**src/rtl/muldiv_seq.sv**
```systemverilog
// Iterative MULT/MULTU/DIV/DIVU sequencer that owns the HI/LO pair.
// Runs a 32-step shift-add or restoring divide, then one sign-fix cycle.
module muldiv_seq (
  input  logic        clk_i,
  input  logic        rst_n_i,
  input  logic        start_i,
  input  logic [2:0]  mdop_i,
  input  logic [31:0] src0_i,
  input  logic [31:0] src1_i,
  input  logic        flush_i,
  output logic        busy_o,
  output logic        done_o,
  output logic [31:0] hi_o,
  output logic [31:0] lo_o
);

  typedef enum logic [1:0] {S_IDLE, S_CALC, S_FIX} state_t;

  state_t      r_state;
  logic [4:0]  r_cnt;
  logic        r_div;
  logic        r_dz;
  logic        r_neg_q;
  logic        r_neg_r;
  logic [31:0] r_b;
  logic [63:0] r_acc;
  logic [31:0] r_hi;
  logic [31:0] r_lo;
  logic        r_done;

  logic        w_signed;
  logic [31:0] w_abs0;
  logic [31:0] w_abs1;
  logic [32:0] w_mul_sum;
  logic [32:0] w_div_sh;
  logic        w_div_ge;
  logic [31:0] w_div_rem;
  logic [63:0] w_prod_neg;
  logic [31:0] w_q;
  logic [31:0] w_r;

  assign w_signed = (mdop_i == 3'b000) || (mdop_i == 3'b010);
  // Two's-complement negation leaves 0x80000000 as its own magnitude.
  assign w_abs0   = (w_signed && src0_i[31]) ? (32'd0 - src0_i) : src0_i;
  assign w_abs1   = (w_signed && src1_i[31]) ? (32'd0 - src1_i) : src1_i;

  // Multiply: acc = {partial product, remaining multiplier bits}.
  assign w_mul_sum  = {1'b0, r_acc[63:32]} + {1'b0, (r_acc[0] ? r_b : 32'd0)};

  // Divide: acc = {partial remainder, dividend bits / quotient bits}.
  assign w_div_sh   = {r_acc[63:32], r_acc[31]};
  assign w_div_ge   = w_div_sh >= {1'b0, r_b};
  assign w_div_rem  = w_div_sh[31:0] - r_b;

  assign w_prod_neg = 64'd0 - r_acc;
  assign w_q        = r_neg_q ? (32'd0 - r_acc[31:0])  : r_acc[31:0];
  assign w_r        = r_neg_r ? (32'd0 - r_acc[63:32]) : r_acc[63:32];

  always_ff @(posedge clk_i) begin
    if (!rst_n_i) begin
      r_state <= S_IDLE;
      r_cnt   <= 5'd0;
      r_div   <= 1'b0;
      r_dz    <= 1'b0;
      r_neg_q <= 1'b0;
      r_neg_r <= 1'b0;
      r_b     <= 32'd0;
      r_acc   <= 64'd0;
      r_hi    <= 32'd0;
      r_lo    <= 32'd0;
      r_done  <= 1'b0;
    end else begin
      r_done <= 1'b0;
      case (r_state)
        S_IDLE: begin
          if (start_i && !flush_i) begin
            if (!mdop_i[2]) begin
              r_div   <= mdop_i[1];
              r_cnt   <= 5'd0;
              r_b     <= w_abs1;
              r_neg_q <= w_signed && (src0_i[31] ^ src1_i[31]);
              r_neg_r <= w_signed && src0_i[31];
              if (mdop_i[1] && (src1_i == 32'd0)) begin
                // Divide by zero skips the loop; result is preloaded raw.
                r_dz    <= 1'b1;
                r_acc   <= {src0_i, 32'hFFFF_FFFF};
                r_state <= S_FIX;
              end else begin
                r_dz    <= 1'b0;
                r_acc   <= {32'd0, w_abs0};
                r_state <= S_CALC;
              end
            end else if (mdop_i == 3'b100) begin
              r_hi <= src0_i;
            end else if (mdop_i == 3'b101) begin
              r_lo <= src0_i;
            end
          end
        end
        S_CALC: begin
          if (flush_i) begin
            r_state <= S_IDLE;
          end else begin
            if (r_div)
              r_acc <= w_div_ge ? {w_div_rem, r_acc[30:0], 1'b1}
                                : {w_div_sh[31:0], r_acc[30:0], 1'b0};
            else
              r_acc <= {w_mul_sum, r_acc[31:1]};
            r_cnt <= r_cnt + 5'd1;
            if (r_cnt == 5'd31)
              r_state <= S_FIX;
          end
        end
        S_FIX: begin
          r_state <= S_IDLE;
          if (!flush_i) begin
            r_done <= 1'b1;
            if (r_dz) begin
              r_hi <= r_acc[63:32];
              r_lo <= r_acc[31:0];
            end else if (r_div) begin
              r_hi <= w_r;
              r_lo <= w_q;
            end else begin
              {r_hi, r_lo} <= r_neg_q ? w_prod_neg : r_acc;
            end
          end
        end
        default: r_state <= S_IDLE;
      endcase
    end
  end

  assign busy_o = (r_state == S_CALC) || (r_state == S_FIX);
  assign done_o = r_done;
  assign hi_o   = r_hi;
  assign lo_o   = r_lo;

endmodule

```
**config.mk**
```make
export PLATFORM = sky130hd
export DESIGN_NAME = muldiv_seq
export DESIGN_NICKNAME = d
export VERILOG_FILES = /design/src/rtl/muldiv_seq.sv
export SDC_FILE = /design/constraint.sdc
export NUM_CORES = 1
export LEC_CHECK = 0
export ABC_AREA = 1
export BUFFER_PORTS_ARGS = -buffer_cell sky130_fd_sc_hd__clkbuf_2
export CAP_MARGIN = 20
export CELL_PAD_IN_SITES_DETAIL_PLACEMENT = 1
export CELL_PAD_IN_SITES_GLOBAL_PLACEMENT = 1
export CORE_MARGIN = 4
export CORE_UTILIZATION = 40
export DETAILED_ROUTE_END_ITERATION = 8
export PLACE_DENSITY_LB_ADDON = 0.05
export SKIP_LAST_GASP = 1
export SLEW_MARGIN = 10
export SYNTH_ARGS = -nofsm -noshare
export SYNTH_HDL_FRONTEND = slang
export SYNTH_SLANG_ARGS = --single-unit
```
**constraint.sdc**
```tcl
create_clock -name clk_i -period 4.6 [get_ports clk_i]
set_clock_uncertainty 0.1 [all_clocks]
set_input_delay 0.46 -clock clk_i [delete_from_list [all_inputs] [get_ports clk_i]]
set_output_delay 0.46 -clock clk_i [all_outputs]
set_load 0.05 [all_outputs]
```
==> impl_metrics.tcl <==
set metrics [dict create \
    reg2reg_depth 8 \
    root_buffer "clkbuf_16" \
    design.die.area_sq_um 46800 \
    outcome "complete, no violations" \
    cp-start-kind "flop" \
    drc 0 \
    die_w_um 216 \
    fmax_mhz 300 \
    die-height_um 216 \
    wire_per_inst_um 23.6 \
    post_cts_buffers 0 \
    syn_nets 3204 \
    cts_resized 0 \
    holdPathStages 3 \
    first_iter_violations 2092 \
    vias 21800 \
    insertion_delay_ps 490 \
    cts_tree "done" \
    yosys_warnings 0 \
    synth_edf_count 0 \
    setup_viol 0 \
    synth_cell_type_count 55 \
    synth-seq-cells 172 \
    clk_pin_slew_ps 80 \
    max-cap-violations 0 \
    async_reset_ff_share_pct 0 \
    rr_startpoint "r_div$_SDFFE_PN0P_" \
    power_density_nw_per_um2 431 \
    cts.sinks 172 \
    drive_above_1_share_pct 9.39 \
    overflow 0 \
    start_util_pct 40.4 \
    rsz0062_at_grt "no" \
    power_leakage_nw 9.48 \
    dp_hpwl_um 71300 \
    syn_area_sq_um 17300 \
    cp_data_required_time_ps 4920 \
    port_buffers 136 \
    crit_path_end_kind "flop" \
    fin_tns_setup_ps 0 \
    holdCritStartpoint "src1_i[31]" \
    ctsHtreeMaxLevel 4 \
    vdd_drop_max_mv 0.336 \
    wl_um 87600 \
    hold_violations 0 \
    gp_congestion 1.04 \
    post-route-period-util_pct 72.5 \
    numCtsBuffers 17 \
    synthToLayoutAreaGrowth_pct 10.0 \
    reg2reg_to "hi_o[25]$_SDFFE_PN0P_" \
    hold_class "input port to flop" \
    antenna_found_initial 1 \
    synthCells 3058 \
    cp_max_fo 55 \
    synthFlopType "dfxtp_1" \
    critPathArrivalTime_ps 3660 \
    whs_endpoint "r_b[31]$_SDFFE_PN0P_" \
    syn_area_per_cell_sq_um 5.67 \
    core_sq_um 43000 \
    hold_slack_ps 179 \
    r2r_slack_ps 1260 \
    grt_pass1_wl_um 132000 \
    critPathKind "flop to flop" \
    firstDrtPassIters 5 \
    max_slew_margin_pct 31.7 \
    pin_count 137 \
    worst_pin_slew_ps 1030 \
    num-nets-final 3266 \
    fp-row-count 76 \
    grt_pass1_vias 21400 \
    ant_nets 0 \
    vias_per_cell 5.86 \
    drv_slew 0 \
    cts_buffer_depth 2 \
    yosysSeqAreaShare_pct 19.8 \
    grt_max_degree 80 \
    grt_use_total_pct 36.4 \
    hold_buffers 0 \
    period_needed_ps 3340 \
]
==> final cells by class <==
cell class,instances,area (sq um)
fill,6146,23900
multi-input combinational,2325,11700
sequential,172,3440
inverter,444,1670
timing repair buffer,160,916
tap,585,732
clock buffer,17,425
clock inverter,14,178
antenna,1,2.50
==> worst max-delay path: stages (launching register included) <==
cell     delay, ps
dfxtp_2        980
nor2_1         380
a21oi_2        380
o21ai_2        140
a21oi_1        460
o21ai_0        270
nand3_1        150
nand3_1        160
a21oi_1        190
==> per-stage QoR <==
| step | setup WS [ps] | cells | utilization (%) | cell area, sq um | total power [mW] |
|---|---|---|---|---|---|
| 6_report | 1260 | 3718 | 44.4 | 19100 | 8.23 |
| 5_1_grt | 1110 | 3717 | 44.4 | 19100 | 8.71 |
| 4_1_cts | 1370 | 3716 | 44.3 | 19100 | 8.11 |
| 3_5_place_dp | 1360 | 3685 | 42.9 | 18500 | 6.53 |
| 3_3_place_gp | 1250 | 3683 | 42.8 | 18400 | 6.42 |
| 2_1_floorplan | 1980 | 3058 | - | 17300 | 4.96 |
==> cell usage in the layout, fill, tap and decap left out, types with 4 or more instances in the layout <==
cell / n
nand2_1: 743
inv_1: 431
nor2_1: 328
o21ai_0: 296
nand3_1: 273
a21oi_1: 248
dfxtp_1: 171
clkbuf_2: 135
ha_1: 71
xor2_1: 43
o211ai_1: 37
a31oi_1: 37
o21ai_1: 32
nor3_1: 29
nand4_1: 29
buf_4: 22
nor2_2: 20
a21oi_2: 18
clkbuf_16: 17
xnor2_1: 15
nand2_2: 12
inv_2: 11
nor2_4: 11
nand3b_1: 10
o21bai_1: 10
nor4_1: 8
a21o_1: 8
or2_2: 7
nor3_2: 4
o31ai_1: 4
nand3_2: 4
inv_6: 4
==> kinds of logic after synthesis <==
group           after synthesis  share of synthesized area (%)
compound gates              704                           22.1
xor+xnor                     58                           2.93
fa+ha+maj                    75                           5.50
buf+inv                     561                           12.7
flops                       172                           19.8
simple gates               1488                           37.0
==> state kept, by name, indices dropped and copies added, names as in the netlist <==
register / cells
done_o: 1
hi_o: 32
lo_o: 32
r_acc: 64
r_b: 32
r_cnt: 5
r_div: 1
r_dz: 1
r_neg_q: 1
r_neg_r: 1
r_state: 2
==> per-layer routing <==
layer,part of all wire (%),GRT usage (%),vias up,wire length (um)
met5,0,0,-,0
met4,3.8,12.2,0,3320
met3,8.6,7.35,169,7500
met2,42,55.0,953,37200
met1,45,51.9,10600,39600
li1,-,-,10100,-
==> worst max path at each step <==
stage | start | cells after the start | to | slack [ps]
floorplan | r_acc[0]$_SDFFE_PN0P_ | 19 | r_acc[53]$_SDFFE_PN0P_ | 1980
global placement | r_state[1]$_SDFFE_PN0P_ | 12 | r_acc[53]$_SDFFE_PN0P_ | 1250
detailed placement | r_state[1]$_SDFFE_PN0P_ | 12 | r_acc[0]$_SDFFE_PN0P_ | 1360
CTS | r_state[1]$_SDFFE_PN0P_ | 12 | r_acc[0]$_SDFFE_PN0P_ | 1370
global route | r_div$_SDFFE_PN0P_ | 8 | hi_o[25]$_SDFFE_PN0P_ | 1110
finish | r_div$_SDFFE_PN0P_ | 8 | hi_o[25]$_SDFFE_PN0P_ | 1260
==> where the power goes <==
group	switching (mW)	internal, mW
combinational	3.44	1.20
sequential	0.341	1.68
clock	0.744	0.818
==> synth_stat cells (14+ instances only) <==
master | instances | area share [%]
nor2_2 | 18 | 0.65
nor3_1 | 29 | 0.84
nor2_1 | 331 | 7.2
nand3_1 | 273 | 7.9
inv_1 | 433 | 9.4
o211ai_1 | 37 | 1.6
nand2_1 | 743 | 16
a31oi_1 | 37 | 1.3
nand4_1 | 29 | 1.0
xnor2_1 | 15 | 0.76
clkbuf_1 | 85 | 1.8
buf_2 | 14 | 0.40
ha_1 | 73 | 5.3
o21ai_1 | 32 | 0.92
a21oi_2 | 18 | 0.91
a21oi_1 | 248 | 7.2
dfxtp_1 | 172 | 20
o21ai_0 | 296 | 8.5
xor2_1 | 43 | 2.2
(Power assumes the default switching activity.)
